--- src/rtl/keyboard_overlay_pkg.sv ---
// rtl/keyboard_overlay_pkg.sv - piano geometry constants, pixel classes and note helpers
// Contents: OCT_W/WHITE_W/BLACK_W/BLACK_X0 geometry, BLACK_MASK,
//           pix_class_e, note_is_black(), white_to_note().
package keyboard_overlay_pkg;

  localparam int OCT_W    = 160;
  localparam int WHITE_W  = 23;
  localparam int BLACK_W  = 12;
  localparam int BLACK_X0 = 17;

  // Written with note 0 (C) as the MSB: bit (11 - note) is set for black notes.
  localparam logic [11:0] BLACK_MASK = 12'b0101_0010_1010;

  typedef enum logic [1:0] {
    CLS_BG    = 2'd0,  // above the keyboard region
    CLS_NONE  = 2'd1,  // in region but outside every octave
    CLS_BLACK = 2'd2,  // black-key body
    CLS_WHITE = 2'd3   // white key (including the strip below black keys)
  } pix_class_e;

  function automatic logic note_is_black(input logic [3:0] note);
    logic [3:0] idx;
    idx = 4'd11 - note;
    if (note > 4'd11) return 1'b0;
    return BLACK_MASK[idx];
  endfunction

  function automatic logic [3:0] white_to_note(input logic [2:0] w);
    case (w)
      3'd0:    return 4'd0;
      3'd1:    return 4'd2;
      3'd2:    return 4'd4;
      3'd3:    return 4'd5;
      3'd4:    return 4'd7;
      3'd5:    return 4'd9;
      3'd6:    return 4'd11;
      default: return 4'd0;
    endcase
  endfunction

endpackage

--- src/rtl/keyboard_hold_timer.sv ---
// rtl/keyboard_hold_timer.sv - per-key release-tail timers and per-frame key snapshots
// Ports: clk2, rst_n (sync, active-low), key_down[KEYS], frame_start
//        -> press_snap[KEYS], lit_snap[KEYS] (constant between frame starts)
module keyboard_hold_timer
  import keyboard_overlay_pkg::*;
#(
  parameter int KEYS        = 48,
  parameter int HOLD_FRAMES = 8
) (
  input  logic            clk2,
  input  logic            rst_n,
  input  logic [KEYS-1:0] key_down,
  input  logic            frame_start,
  output logic [KEYS-1:0] press_snap,
  output logic [KEYS-1:0] lit_snap
);

  localparam int TW = $clog2(HOLD_FRAMES + 1);

  logic [TW-1:0]   timer [KEYS];
  logic [KEYS-1:0] timer_nz;

  always_comb begin
    timer_nz = '0;
    for (int k = 0; k < KEYS; k++) timer_nz[k] = (timer[k] != '0);
  end

  // The snapshot reads the timer value from before this edge's update, so a
  // key released on the frame-start cycle is still lit from its last load.
  always_ff @(posedge clk2) begin
    if (!rst_n) begin
      for (int k = 0; k < KEYS; k++) timer[k] <= '0;
      press_snap <= '0;
      lit_snap   <= '0;
    end else begin
      for (int k = 0; k < KEYS; k++) begin
        if (key_down[k])
          timer[k] <= TW'(HOLD_FRAMES);
        else if (frame_start && timer_nz[k])
          timer[k] <= timer[k] - TW'(1);
      end
      if (frame_start) begin
        press_snap <= key_down;
        lit_snap   <= key_down | timer_nz;
      end
    end
  end

endmodule

--- src/rtl/keyboard_overlay.sv ---
// rtl/keyboard_overlay.sv - polyphonic on-screen piano key shading over a keyboard-image ROM
// Ports: clk2, rst_n (sync, active-low), key_down[12*OCTAVES], h_cnt/v_cnt[10],
//        vga_valid -> rom_addr[17] (combinational); rom_data[12] (one cycle
//        after rom_addr) -> RED/GREEN/BLUE[4] (registered, 2 cycles after h_cnt).
module keyboard_overlay
  import keyboard_overlay_pkg::*;
#(
  parameter int          OCTAVES     = 4,
  parameter int          KEY_Y0      = 384,
  parameter int          BLACK_Y1    = 439,
  parameter int          HOLD_FRAMES = 8,
  parameter logic [11:0] PRESS_RGB   = 12'h0F0,
  parameter logic [11:0] TAIL_RGB    = 12'h070,
  parameter logic [11:0] BG_RGB      = 12'h000,
  localparam int         KEYS        = 12 * OCTAVES
) (
  input  logic            clk2,
  input  logic            rst_n,
  input  logic [KEYS-1:0] key_down,
  input  logic [9:0]      h_cnt,
  input  logic [9:0]      v_cnt,
  input  logic            vga_valid,
  output logic [16:0]     rom_addr,
  input  logic [11:0]     rom_data,
  output logic [3:0]      RED,
  output logic [3:0]      GREEN,
  output logic [3:0]      BLUE
);

  localparam int KW = $clog2(KEYS);

  logic [KEYS-1:0] press_snap;
  logic [KEYS-1:0] lit_snap;
  logic            frame_start;

  assign frame_start = (h_cnt == 10'd0) && (v_cnt == 10'd0);

  keyboard_hold_timer #(
    .KEYS        (KEYS),
    .HOLD_FRAMES (HOLD_FRAMES)
  ) u_hold_timer (
    .clk2        (clk2),
    .rst_n       (rst_n),
    .key_down    (key_down),
    .frame_start (frame_start),
    .press_snap  (press_snap),
    .lit_snap    (lit_snap)
  );

  // Key locator: h_cnt -> octave, x within octave, black/white key, key index.
  logic [9:0]    x_abs;
  logic [9:0]    oct_base;
  logic [1:0]    oct;
  logic [7:0]    x_oct;
  logic [2:0]    white_w;
  logic          black_hit;
  logic [3:0]    black_note;
  logic          in_region;
  logic          in_keys;
  logic          over_black;
  logic [3:0]    note;
  logic [KW-1:0] key_idx;
  pix_class_e    cls;

  always_comb begin
    x_abs    = h_cnt - 10'd1;
    oct      = '0;
    oct_base = '0;
    for (int o = 1; o < OCTAVES; o++) begin
      if (x_abs >= 10'(o * OCT_W)) begin
        oct      = 2'(o);
        oct_base = 10'(o * OCT_W);
      end
    end
    x_oct = 8'(x_abs - oct_base);

    white_w = '0;
    for (int w = 1; w < 7; w++) begin
      if (x_oct >= 8'(w * WHITE_W)) white_w = 3'(w);
    end

    black_hit  = 1'b0;
    black_note = '0;
    for (int n = 0; n < 12; n++) begin
      if (note_is_black(4'(n)) &&
          x_oct >= 8'(BLACK_X0 + WHITE_W * (n / 2)) &&
          x_oct <  8'(BLACK_X0 + WHITE_W * (n / 2) + BLACK_W)) begin
        black_hit  = 1'b1;
        black_note = 4'(n);
      end
    end

    in_region  = v_cnt > 10'(KEY_Y0);
    in_keys    = (h_cnt != 10'd0) && (h_cnt <= 10'(OCT_W * OCTAVES));
    over_black = black_hit && (v_cnt <= 10'(BLACK_Y1));
    note       = over_black ? black_note : white_to_note(white_w);
    key_idx    = KW'(12 * int'(oct) + int'(note));

    if (!in_region)   cls = CLS_BG;
    else if (!in_keys) cls = CLS_NONE;
    else if (over_black) cls = CLS_BLACK;
    else              cls = CLS_WHITE;
  end

  assign rom_addr = in_region ?
                    17'(h_cnt) + 17'd640 * (17'(v_cnt) - 17'(KEY_Y0) - 17'd1) :
                    17'd0;

  // Stage 1: pixel attributes travel alongside the ROM read.
  logic [KW-1:0] s1_key;
  pix_class_e    s1_cls;
  logic          s1_valid;

  always_ff @(posedge clk2) begin
    if (!rst_n) begin
      s1_key   <= '0;
      s1_cls   <= CLS_BG;
      s1_valid <= 1'b0;
    end else begin
      s1_key   <= key_idx;
      s1_cls   <= cls;
      s1_valid <= vga_valid;
    end
  end

  // Stage 2: colour decision against the frame snapshots.
  logic        s2_lit;
  logic [11:0] hi_rgb;
  logic [11:0] pix;
  logic [11:0] rgb_q;

  always_comb begin
    s2_lit = lit_snap[s1_key];
    hi_rgb = press_snap[s1_key] ? PRESS_RGB : TAIL_RGB;
    pix    = rom_data;
    case (s1_cls)
      CLS_BG:    pix = BG_RGB;
      CLS_NONE:  pix = rom_data;
      CLS_BLACK: pix = s2_lit ? hi_rgb : rom_data;
      // Zero ROM pixels are key outlines; leave them black even when lit.
      CLS_WHITE: pix = (s2_lit && rom_data != 12'h000) ? hi_rgb : rom_data;
      default:   pix = rom_data;
    endcase
    if (!s1_valid) pix = 12'h000;
  end

  always_ff @(posedge clk2) begin
    if (!rst_n) rgb_q <= '0;
    else        rgb_q <= pix;
  end

  assign RED   = rgb_q[11:8];
  assign GREEN = rgb_q[7:4];
  assign BLUE  = rgb_q[3:0];

endmodule

--- config.mk ---
export PLATFORM = sky130hd
export DESIGN_NAME = keyboard_overlay
export DESIGN_NICKNAME = d
export VERILOG_FILES = /design/src/rtl/keyboard_overlay_pkg.sv /design/src/rtl/keyboard_hold_timer.sv /design/src/rtl/keyboard_overlay.sv
export SDC_FILE = /design/constraint.sdc
export NUM_CORES = 1
export LEC_CHECK = 0
export ABC_AREA = 1
export ABC_CLOCK_PERIOD_IN_PS = 5550
export CELL_PAD_IN_SITES_DETAIL_PLACEMENT = 2
export CELL_PAD_IN_SITES_GLOBAL_PLACEMENT = 2
export CORE_ASPECT_RATIO = 1.75
export CORE_MARGIN = 1
export CORE_UTILIZATION = 36
export DETAILED_ROUTE_END_ITERATION = 7
export GPL_TIMING_DRIVEN = 0
export PLACE_DENSITY_LB_ADDON = 0.1
export SLEW_MARGIN = 20
export SYNTH_ARGS = -nofsm -noshare
export SYNTH_HDL_FRONTEND = slang
export SYNTH_HIERARCHICAL = 1
export SYNTH_SLANG_ARGS = --single-unit
--- constraint.sdc ---
create_clock -name clk2 -period 5.55 [get_ports clk2]
set_input_delay 0.555 -clock clk2 [delete_from_list [all_inputs] [get_ports clk2]]
set_output_delay 0.555 -clock clk2 [all_outputs]
set_load 0.05 [all_outputs]
Word level (Yosys, flattened, before mapping)
Memories as Yosys holds them, arrays and structs flattened.
Cells that the tools add are included.
Widths: inputs -> output; s select.

word-level totals
  flip-flop bits (word level) = 117
  memory bits (writable) = 192
  output and inout port bits = 29
  logic and storage cells = 774
  memories kept = 1

operators by class
  $add $sub $neg = 54
  $mul = 2
  $lt $le $gt $ge = 23
  equality and inequality tests = 9
  mux-type cells = 468
  bitwise logic cells = 97
  reductions and logical operators = 113

memories
  memory              depth  width  rd ports  clocked after Yosys merged registers in  write ports  RTL line                   source
  u_hold_timer.timer  48     4      48        0                                        48           keyboard_hold_timer.sv:20  logic [TW-1:0] timer [KEYS];

operators by type and width
  operator               count
  $mux 4                 101
  $mux 1                 349
  $reduce_bool 4->1      48
  $sub 4x1->4 const B    48
  $or 1x1->1             96
  $logic_and 1x1->1      57
  $or 48x48->48          1
  $pmux 12 s4            1
  $ge 8x7->1 const B     5
  $mux 8                 4
  $mux 12                2
  $pmux 4 s6             1
  $ge 10x9->1 const B    2
  $logic_not 10->1       2
  $add 10x17->17         1
  $mul 3x17->10 const A  1
  $mux 17                1
  $ge 8x5->1 const B     2
  $ge 8x6->1 const B     2
  $ge 8x8->1 const B     2
  $lt 8x7->1 const B     2
  $mux 3                 5
  $bmux 1 s6             2
  $reduce_bool 12->1     1
  other kinds (24)       30

Depth between registers and ports, before layout
Gate-level depths: netlist of run 1.

  depth after elaboration = 17
  mapped depth = 30
  depth with buffers taken out = 30

By module
The synthesis of run 1 kept the hierarchy.

modules (own cells, without submodules)
  module               instances  cells each  area each (sq um)  sequential area each (sq um)
  keyboard_hold_timer  1          1,651       14,154.8           7,687.4
  keyboard_overlay     1          582         3,445.8            420.4

Worst setup path after synthesis of run 1
Ideal clock, no wire load.

  kind = input to output
  start = input port v_cnt[0]
  end = output port rom_addr[16]
  arrival = 3.681 ns
  slack = 1.314 ns
  stages = 16
  path through = inv_1 -> ha_1 -> nand2_1 -> nor3_1 -> xor2_1 -> ha_1 -> ha_1 -> a21oi_1 -> o21ai_0 -> nand2_1 -> nand2_1 -> a21oi_1 -> xor2_1 -> xor2_1 -> o21ai_0 -> a21oi_1

on the way
  longest elaborated chain between the ends = 5
  elaborated cells between the ends (all ways) = 6

ends and longest elaborated chain
  what             RTL line                 source
  start, declared  keyboard_overlay.sv:21   input logic [9:0] v_cnt,
  $sub 10x9->11    keyboard_overlay.sv:106  17'(h_cnt) + 17'd640 * (17'(v_cnt) - 17'(KEY_Y0) - 17'd1) :
  $sub 11x2->12    keyboard_overlay.sv:106
  $mul 3x17->10    keyboard_overlay.sv:106
  $add 10x17->17   keyboard_overlay.sv:106
  $mux 17 *        keyboard_overlay.sv:105  assign rom_addr = in_region ?
  end, declared    keyboard_overlay.sv:23   output logic [16:0] rom_addr,

Mark *: on every way between the ends. The rest lies on a longest branch, timed or not.

Worst setup path after layout of run 1
  start = input port v_cnt[0]
  end = output port rom_addr[14]

The elaborated chain is that of the path after synthesis.

==> out/metrics.yaml, run 1 <==
clock_tree:
  clock_insertion_delay_worst_skew_ps: 590
  post_cts_setup_bufs: 0
  cts_buffer_depth: 3
  htree_levels: 1
  tritoncts: "built"
  cts_hold_buf: 0
  worst_setup_hold_path_clk_slew_ps: 70
  tritoncts.num_buffers: 31
  clock_tree.root_cell: "sky130_fd_sc_hd__clkbuf_16"
  cts_sinks: 309
  cts_resized: 0
grt:
  grt_antenna_before_repair: 0
  grt_pass1_wl_um: 93500
  grt_max_degree: 16
  grt_remaining_overflow: 0
  first_global_vias: 18100
  overall_global_routing_resource_usage: 0.240
worst_setup_path:
  setup.worst_path.class: "input pin to output port"
  worst-path-buf-inv: 3
  slowest_delay_ps: 850
  regToRegSetupSlack_ps: 2470
  crit_family: "buffers and inverters"
  reg2reg_depth: 10
  timing.critical_path.arrival_ps: 4450
  largest_fanout_of_any_net_on_the_critical_path: 5
  critical_path.slowest_cell: "sky130_fd_sc_hd__clkdlybuf4s50_1"
  rr_endpoint: "rgb_q[7]"
  worst_ep_required_time_ps: 4990
  cp-start-kind: "input pin"
  timing.critical_path.cells: "clkdlybuf4s50_1 > inv_1 > ha_1 > nand2_1 > nor3_1 > xor2_1 > ha_1 > ha_1 > nand2_1 > o21ai_0 > xor2_1 > nor3_1 > nor3_1 > clkdlybuf4s50_1"
  worst_setup_path_end_kind: "output port"
  rr_startpoint: "s1_key[1]"
placement:
  dp_cell_count: 2992
  place.gp.congestion: 0.817
  place_ws_ps: 11.6
  placement.io_buffers: 111
  hpwlAfterDp_um: 46900
  place_area_um2: 19500
timing:
  rsz0062_at_grt: "false"
  slew_violations: 0
  maxSlewHeadroom: 0.401
  fin_clk_skew_ps: 8.55
  min_period_over_period: 0.902
  hold-worst-slack_ps: 462
  setup_total_negative_slack_ps: 0
  maxClockFrequency_ghz: 0.200
  finalCriticalPeriod_ps: 5010
  setup_ws_ps: 543
  worst-slew-pin-transition_ps: 898
  timing_hold_violations_final: 0
  setup_viol: 0
yosys:
  count_of_flip_flops_with_a_built_in_enable_after_synthesis: 192
  ys_types: 47
  post-synth-top-area-fraction: 0.328
  postSynthNetCount: 2396
  yosysMostFrequentCell: "sky130_fd_sc_hd__nand2_1"
  seq_area_frac_synth: 0.461
  synth_cells: 2233
  synth.top_cells.by_count: "sky130_fd_sc_hd__nand2_1 (510), sky130_fd_sc_hd__nor2_1 (353), sky130_fd_sc_hd__inv_1 (270)"
  yosysTopAreaCell: "sky130_fd_sc_hd__edfxtp_1"
  yosys-top-cells-area: "sky130_fd_sc_hd__edfxtp_1 (33%), sky130_fd_sc_hd__dfxtp_1 (13%), sky130_fd_sc_hd__nand2_1 (11%), sky130_fd_sc_hd__nor2_1 (7.5%), sky130_fd_sc_hd__inv_1 (5.8%)"
  synthArstFlopShare: 0
  ys.warnings.count: 6
  synth_ff_type: "sky130_fd_sc_hd__edfxtp_1"
  synth_area_um2: 17600
  synth_area_per_cell_um2: 7.88
  synth.ff_latch_count: 309
power_and_ir_drop:
  static-leakage-power_nw: 8.91
  power.density_nw_per_um2: 291
  max-vdd-ir-drop_mv: 0.262
outcome:
  run_status: "completed"
layout:
  area_delta_synth_final_pct: 16.7
  post_layout_nonfiller_instances: 3050
  final_layout_size_suffix_gt1_frac: 0.0633
  insertedDiodeCount: 0
  fin_nets: 2540
  final_area_um2: 20500
route:
  iteration_count_of_the_initial_detailed_routing_pass: 6
  route.vias.total: 15900
  routedWlPerCell_um: 19.5
  aggregate_routed_wire_length_um: 59500
  drcViolationCount: 0
  drt_iter0_markers: 417
  post_route_antenna_net_violation_count: 0
  avgViaCountPerCell: 5.21
floorplanning:
  i_o_pin_cnt: 112
  die_height_um: 295
  floorplan.die_area_um2: 49800
  chipWidth_um: 169
  rows: 106
  initial_core_util: 0.367
  floorplan.core_area_um2: 48000
hold_path:
  worst_hold_startpoint: "u_hold_timer/press_snap[46]"
  worst_hold_path_type: "flop to flop"
  holdPathStages: 2
  hold_end: "u_hold_timer/press_snap[46]"
job:
  drv_cap: 0
==> how the worst max path moves through the flow <==
| stage | startpoint | to | slack, ps | cells past startpoint |
|---|---|---|---|---|
| 6_report | v_cnt[0] | rom_addr[14] | 540 | 14 |
| 5_1_grt | h_cnt[0] | s1_key[4] | 200 | 28 |
| 4_1_cts | v_cnt[0] | rom_addr[16] | 150 | 18 |
| 3_5_place_dp | h_cnt[0] | s1_key[4] | 10 | 28 |
| 3_3_place_gp | h_cnt[0] | s1_key[4] | 170 | 28 |
| 2_1_floorplan | v_cnt[0] | rom_addr[16] | 1310 | 16 |
==> flip-flops by register name, indices dropped and copies added, names as in the netlist <==
signal	flops
s1_key	6
rgb_q	12
u_hold_timer/press_snap	48
u_hold_timer/lit_snap	48
s1_cls	2
u_hold_timer/timer	192
s1_valid	1
==> cells in the final DEF (no fill, tap or decap), types with 3 or more instances in the layout <==
cell                              instances
sky130_fd_sc_hd__clkdlybuf4s50_1        110
sky130_fd_sc_hd__nor2_1                 353
sky130_fd_sc_hd__nand2_1                510
sky130_fd_sc_hd__o21ai_1                  3
sky130_fd_sc_hd__buf_2                   22
sky130_fd_sc_hd__nor2_4                   3
sky130_fd_sc_hd__clkbuf_1                36
sky130_fd_sc_hd__fa_1                     4
sky130_fd_sc_hd__a21boi_1                 5
sky130_fd_sc_hd__nor2_2                  16
sky130_fd_sc_hd__a21oi_1                148
sky130_fd_sc_hd__o22ai_1                  4
sky130_fd_sc_hd__o221ai_1                20
sky130_fd_sc_hd__dfxtp_1                117
sky130_fd_sc_hd__buf_4                   14
sky130_fd_sc_hd__edfxtp_1               192
sky130_fd_sc_hd__o21ai_0                 62
sky130_fd_sc_hd__nand4_1                 53
sky130_fd_sc_hd__xor2_1                  10
sky130_fd_sc_hd__inv_1                  270
sky130_fd_sc_hd__clkbuf_8                 3
sky130_fd_sc_hd__nand2_2                 11
sky130_fd_sc_hd__clkbuf_16               35
sky130_fd_sc_hd__nand3b_1                23
sky130_fd_sc_hd__buf_1                    4
sky130_fd_sc_hd__a21boi_0                34
sky130_fd_sc_hd__xnor2_1                 39
sky130_fd_sc_hd__inv_2                    7
sky130_fd_sc_hd__clkinv_2                10
sky130_fd_sc_hd__nor3_1                  13
sky130_fd_sc_hd__or2_2                   16
sky130_fd_sc_hd__ha_1                    76
sky130_fd_sc_hd__o211ai_1                 3
sky130_fd_sc_hd__nand3_1                143
sky130_fd_sc_hd__nor4_1                   5
sky130_fd_sc_hd__nand3_2                  5
==> logic make-up after synthesis <==
| group | count (synthesis) | synth area share |
|---|---|---|
| adders and majority gates | 80 | 0.0586 |
| AOI/OAI and AO/OA | 289 | 0.0944 |
| and+or+nand+nor | 1156 | 0.282 |
| DFF | 309 | 0.461 |
| xor gates and xnor gates | 50 | 0.0253 |
| buffers and inverters | 349 | 0.0794 |
==> worst min-delay path: stages, from the launching register on <==
cell and delay, ps:
sky130_fd_sc_hd__dfxtp_1 310, sky130_fd_sc_hd__nand2_1 60, sky130_fd_sc_hd__a21oi_1 50
==> per-stage QoR <==
stage / util / total power, mW
6_report: 0.428 / 5.98
4_1_cts: 0.428 / 6.06
2_1_floorplan: - / 3.41
3_5_place_dp: 0.407 / 3.91
5_1_grt: 0.428 / 6.24
3_3_place_gp: 0.407 / 3.85
==> layer usage <==
metal,wire length [µm],global-route usage,vias to the layer above
met4,2260,0.0923,0
met2,35200,0.517,228
met3,1580,0.0205,109
li1,-,-,7622
met5,0,0,-
met1,20500,0.222,7925
==> final cells by class <==
type,instances,area [µm²]
inverter,278,1040
clock inverter,14,76.3
buffer,71,354
timing repair buffer,111,1110
fill,5617,27500
multi-input combinational,1575,8100
sequential,309,8110
clock buffer,44,940
tap,648,811
==> power breakdown <==
part	leakage, nW	switching, mW	internal, mW	total [mW]
logic	5.35	0.834	0.410	1.24
registers	3.05	0.0785	2.53	2.61
clock network	0.510	0.950	1.18	2.13
(Power assumes the default switching activity.)
==> run 2, diff against run 1 <==
Settings changed: CORE_ASPECT_RATIO 1.75 to 0.9, CORE_UTILIZATION 36 to 37, CTS_BUF_LIST set to sky130_fd_sc_hd__clkbuf_4 sky130_fd_sc_hd__clkbuf_8, RECOVER_POWER set to 25.
==> run 2 against run 1 <==
  * Worst hold slack gained 5.0 ps
  * Non-clock buffer count is the same
  * Critical path type unchanged
  * Critical path depth grew 4
  * Power grew 2.0%
  * Fmax grew 0.43%
==> out/metrics.yaml, run 2 (synthesis gave the netlist of run 1 again) <==
worst_setup_path:
  timing.critical_path.arrival_ps: 4430
  setup.worst_path.class: "input pin to output port"
  slowest_delay_ps: 430
  worst-path-buf-inv: 3
  critical_path_cell_count: 18
  rr_startpoint: "s1_key[1]"
  rr_endpoint: "rgb_q[7]"
  reg2reg_depth: 11
  worst_ep_required_time_ps: 4990
  worst_setup_path_end_kind: "output port"
  critical_path.slowest_cell: "sky130_fd_sc_hd__dlymetal6s2s_1"
  crit_family: "buffers and inverters"
  regToRegSetupSlack_ps: 2400
  cp-start-kind: "input pin"
  timing.critical_path.cells: "clkdlybuf4s50_1 > inv_1 > ha_1 > nand2_1 > nor3_1 > xor2_1 > ha_1 > ha_1 > a21oi_1 > o21ai_0 > nand2_1 > nand2_1 > a21oi_1 > xor2_1 > xor2_1 > o21ai_0 > a21oi_1 > dlymetal6s2s_1"
  largest_fanout_of_any_net_on_the_critical_path: 5
timing:
  timing_hold_violations_final: 0
  setup_total_negative_slack_ps: 0
  worst-slew-pin-transition_ps: 811
  slew_violations: 0
  fin_clk_skew_ps: 22.0
  maxSlewHeadroom: 0.459
  finalCriticalPeriod_ps: 4990
  setup_viol: 0
  hold-worst-slack_ps: 467
  setup_ws_ps: 564
  min_period_over_period: 0.898
  maxClockFrequency_ghz: 0.201
  rsz0062_at_grt: "false"
grt:
  grt_pass1_wl_um: 93700
  grt_remaining_overflow: 0
  grt_antenna_before_repair: 0
  grt_max_degree: 15
  overall_global_routing_resource_usage: 0.243
  first_global_vias: 17700
layout:
  insertedDiodeCount: 0
  fin_nets: 2563
  largest_register_ffs: 192
  max_flop_register: "u_hold_timer/timer"
  fillers: 5344
  layout.core_utilization: 0.441
  final_layout_size_suffix_gt1_frac: 0.0744
  mostFrequentLayoutCells: "sky130_fd_sc_hd__nand2_1 (510), sky130_fd_sc_hd__nor2_1 (353), sky130_fd_sc_hd__inv_1 (272)"
  registers_with_the_most_flip_flops: "u_hold_timer/timer: 192 flops, u_hold_timer/lit_snap: 48 flops, u_hold_timer/press_snap: 48 flops"
  mostFrequentLayoutCell: "sky130_fd_sc_hd__nand2_1"
  area_delta_synth_final_pct: 17.1
route:
  routedWlPerCell_um: 19.2
  drcViolationCount: 0
  wl_met3_um: 2180
  avgViaCountPerCell: 5.25
  aggregate_routed_wire_length_um: 58900
  route.met2.wl_um: 29200
  drt_iter0_markers: 630
  post_route_antenna_net_violation_count: 0
  dr.max_layer_used: "met4"
  route.vias.total: 16100
  iteration_count_of_the_initial_detailed_routing_pass: 5
  met1Wirelength_um: 26000
clock_tree:
  cts_buffer_depth: 3
  cts_sinks: 309
  htree_levels: 2
  cts_hold_buf: 0
  worst_setup_hold_path_clk_slew_ps: 50
  clock_insertion_delay_worst_skew_ps: 640
  tritoncts.num_buffers: 54
  tritoncts: "built"
  clock_tree.root_cell: "sky130_fd_sc_hd__clkbuf_8"
hold_path:
  hold_end: "u_hold_timer/press_snap[0]"
  worst_hold_startpoint: "u_hold_timer/press_snap[0]"
  worst_hold_path_type: "flop to flop"
  holdPathStages: 2
floorplanning:
  rows: 75
  die_height_um: 209
  i_o_pin_cnt: 112
  initial_core_util: 0.377
  floorplan.die_area_um2: 48400
  chipWidth_um: 232
  floorplan.core_area_um2: 46700
placement:
  place.gp.congestion: 0.834
  hpwlAfterDp_um: 44900
  placement.io_buffers: 111
  place_ws_ps: 163
power_and_ir_drop:
  max-vdd-ir-drop_mv: 0.192
  power.density_nw_per_um2: 296
  static-leakage-power_nw: 9.04
job:
  drv_cap: 0
outcome:
  run_status: "completed"
run 2: changes by cell type in the layout (fill, tap and decap cells not counted), sizes merged:
cell,delta
bufinv,+1
clkbuf,+56
buf,-13
clkinvlp,-1
clkdlybuf4s50,-15
dlygate4sd3,+15
clkinv,+1
run 2: routing by layer:
| metal | vias up | GRT usage |
|---|---|---|
| met1 | 8004 | 0.304 |
| met2 | 267 | 0.431 |
| met3 | 103 | 0.0343 |
| met4 | 0 | 0.0749 |
| met5 | - | 0 |
| li1 | 7692 | - |
run 2: worst max-delay path by stage:
| stage | startpoint | end | slack (ps) |
|---|---|---|---|
| floorplan | v_cnt[0] | rom_addr[16] | 1310 |
| global placement | h_cnt[0] | s1_key[4] | 230 |
| detailed placement | v_cnt[0] | rom_addr[16] | 160 |
| CTS | v_cnt[0] | rom_addr[16] | 120 |
| global route | v_cnt[0] | rom_addr[16] | 170 |
| finish | v_cnt[0] | rom_addr[16] | 560 |
run 2: layout make-up:
type                       instances  area, µm²  share of cell area
sequential                       309       8110               0.393
multi-input combinational       1575       8090               0.392
timing repair buffer             111       1110              0.0540
clock buffer                      87       1070              0.0517
inverter                         278       1040              0.0506
tap                              616        771              0.0374
buffer                            71        325              0.0158
clock inverter                    15        101             0.00492
run 2: report_power, final:
part / total, mW / switching, mW / leakage, nW / internal, mW
Clock: 2.26 / 0.993 / 0.630 / 1.26
Combinational: 1.23 / 0.826 / 5.35 / 0.409
Sequential: 2.61 / 0.0794 / 3.05 / 2.53
Total: 6.10 / 1.90 / 9.04 / 4.20
run 2: tightest hold or removal path, delay by kind of cell (launching register included):
| kind | cells | cell delay (ps) |
|---|---|---|
| flip-flops | 1 | 310 |
| AND/OR/NAND/NOR | 1 | 60 |
| AO/OA/AOI/OAI | 1 | 50 |
run 2: per-stage QoR:
step | cells | instance area, µm² | power, mW
finish | 3062 | 20600 | 6.10
floorplan | 2233 | 17600 | 3.41
detailed placement | 2960 | 19500 | 3.89
global placement | 2960 | 19500 | 3.82
CTS | 3062 | 20600 | 6.18
global route | 3062 | 20600 | 6.40
run 2: what timing repair did:
| item | 4_1_cts | 5_1_grt |
|---|---|---|
| resized for setup | 0 | 1 |
| setup buffers | 0 | 0 |
| setup endpoints to repair | 0 | 1 |
==> run 3, diff against run 2 <==
Settings changed: CORE_UTILIZATION 37 to 40, DONT_BUFFER_PORTS set to 1.
==> run 3 against run 2 <==
  * Power down 2.0%
  * Combinational power is 11% lower
  * Utilization increased by 0.98 points
  * Die area decreased by 7.4%
  * Clock power about the same
  * Global-route usage up 2.4 points
  * Design area down 5.6%
  * Non-clock buffer count down 109
  * Register-to-register slack improved by 120 ps
  * Largest cell class unchanged
==> out/metrics.yaml, run 3 (synthesis gave the netlist of run 1 again) <==
timing:
  worst-slew-pin-transition_ps: 1040
  setup_viol: 0
  min_period_over_period: 0.856
  fin_clk_skew_ps: 31.2
  maxSlewHeadroom: 0.307
  rsz0062_at_grt: "false"
  setup_total_negative_slack_ps: 0
  maxClockFrequency_ghz: 0.211
  timing_hold_violations_final: 0
  slew_violations: 0
  finalCriticalPeriod_ps: 4750
power_and_ir_drop:
  power.density_nw_per_um2: 307
  max-vdd-ir-drop_mv: 0.137
  total_power_mw: 5.98
  static-leakage-power_nw: 8.57
clock_tree:
  cts_hold_buf: 2
  clock_insertion_delay_worst_skew_ps: 660
  post_cts_setup_bufs: 0
  tritoncts.num_buffers: 55
  htree_levels: 2
  tritoncts: "built"
  cts_buffer_depth: 3
  cts_resized: 0
  worst_setup_hold_path_clk_slew_ps: 60
  cts_sinks: 309
  clock_tree.root_cell: "sky130_fd_sc_hd__clkbuf_8"
worst_setup_path:
  worst_ep_required_time_ps: 4990
  regToRegSetupSlack_ps: 2520
  worst_setup_path_end_kind: "output port"
  largest_fanout_of_any_net_on_the_critical_path: 5
  rr_startpoint: "s1_key[1]"
  reg2reg_depth: 10
  rr_endpoint: "rgb_q[7]"
  cp-start-kind: "input pin"
  setup.worst_path.class: "input pin to output port"
  timing.critical_path.arrival_ps: 4200
layout:
  mostFrequentLayoutCell: "sky130_fd_sc_hd__nand2_1"
  fin_nets: 2455
  fillers: 4954
  multi_input_comb_area_um2: 8110
  final_layout_size_suffix_gt1_frac: 0.0804
  mostFrequentLayoutCells: "sky130_fd_sc_hd__nand2_1 (510), sky130_fd_sc_hd__nor2_1 (353), sky130_fd_sc_hd__inv_1 (272)"
  sequential_cell_area_um2: 8110
  registers_with_the_most_flip_flops: "u_hold_timer/timer: 192 flops, u_hold_timer/lit_snap: 48 flops, u_hold_timer/press_snap: 48 flops"
  insertedDiodeCount: 0
  largest_register_ffs: 192
  area_delta_synth_final_pct: 10.6
  max_flop_register: "u_hold_timer/timer"
floorplanning:
  rows: 72
  die_height_um: 201
  initial_core_util: 0.408
  floorplan.core_area_um2: 43200
  chipWidth_um: 223
  floorplan.die_area_um2: 44800
  i_o_pin_cnt: 112
hold_path:
  holdPathStages: 2
  worst_hold_path_type: "input pin to flop"
  worst_hold_startpoint: "rom_data[10]"
  hold_end: "rgb_q[10]"
route:
  route.vias.total: 15600
  iteration_count_of_the_initial_detailed_routing_pass: 5
  routedWlPerCell_um: 20.4
  post_route_antenna_net_violation_count: 0
  drt_iter0_markers: 596
  drcViolationCount: 0
  avgViaCountPerCell: 5.40
  aggregate_routed_wire_length_um: 59000
outcome:
  run_status: "completed"
placement:
  placement.io_buffers: 0
  place.gp.congestion: 0.833
  hpwlAfterDp_um: 43600
grt:
  grt_antenna_before_repair: 0
  overall_global_routing_resource_usage: 0.267
  grt_remaining_overflow: 0
  grt_max_degree: 15
  grt_pass1_wl_um: 94700
  first_global_vias: 17500
job:
  drv_cap: 0
[run 3: cell count changes in the layout (fill, tap and decap cells not counted), moves of 2 or more]
cell | before | now
sky130_fd_sc_hd__dlygate4sd3_1 | 15 | 2
sky130_fd_sc_hd__inv_6 | 2 | 0
sky130_fd_sc_hd__clkdlybuf4s50_1 | 95 | 0
sky130_fd_sc_hd__clkbuf_4 | 21 | 25
sky130_fd_sc_hd__nor3_2 | 0 | 2
sky130_fd_sc_hd__nor3_1 | 13 | 11
[run 3: worst max path at each step]
stage                   endpoint  slack (ps)     start
floorplan           rom_addr[16]        1310  v_cnt[0]
detailed placement     s1_key[4]         440  h_cnt[0]
finish              rom_addr[16]         800  v_cnt[0]
global route        rom_addr[16]         400  v_cnt[0]
CTS                 rom_addr[16]         760  v_cnt[0]
global placement       s1_key[4]         540  h_cnt[0]
[run 3: layer usage]
metal | share of wire | GRT usage | vias up | routed length (µm)
met5 | 0 | 0 | - | 0
met2 | 0.50 | 0.478 | 294 | 29500
met3 | 0.046 | 0.0474 | 109 | 2740
met4 | 0.029 | 0.0946 | 0 | 1690
li1 | - | - | 7471 | -
met1 | 0.42 | 0.319 | 7764 | 25100
[run 3: where the power goes]
part           internal [mW]  leakage, nW  switching [mW]
logic                  0.323         4.88           0.776
clock network           1.25        0.634            1.01
registers               2.53         3.05          0.0916
[run 3: worst max-delay path, stage by stage]
cell,delay [ps]
sky130_fd_sc_hd__inv_1,150
sky130_fd_sc_hd__ha_1,220
sky130_fd_sc_hd__nand2_1,100
sky130_fd_sc_hd__nor3_1,260
sky130_fd_sc_hd__xor2_1,260
sky130_fd_sc_hd__ha_1,270
sky130_fd_sc_hd__ha_1,350
sky130_fd_sc_hd__a21oi_1,150
sky130_fd_sc_hd__o21ai_0,160
sky130_fd_sc_hd__nand2_1,110
sky130_fd_sc_hd__nand2_1,60
sky130_fd_sc_hd__a21oi_1,170
sky130_fd_sc_hd__xor2_1,190
sky130_fd_sc_hd__xor2_1,240
sky130_fd_sc_hd__o21ai_0,110
sky130_fd_sc_hd__a21oi_1,840
[run 3: layout make-up]
cell class	count	share of cell area
clock buffers	91	0.0563
repair buffers	2	0.00103
clock inverters	13	0.00347
well taps	555	0.0357
plain buffers	71	0.0167
inverters	278	0.0536
flip-flops and latches	309	0.417
multi-input cells	1575	0.417
[run 3: per-stage QoR]
step / worst slack (ps) / area, µm² / instances / utilization / hold WS, ps
detailed placement: 437 / 18300 / 2788 / 0.424 / 457
global placement: 544 / 18300 / 2788 / 0.424 / 445
global route: 404 / 19500 / 2894 / 0.451 / 22.1
finish: 800 / 19500 / 2894 / 0.451 / 51.2
floorplan: 1310 / 17600 / 2233 / - / 436
CTS: 755 / 19500 / 2894 / 0.452 / 4.32
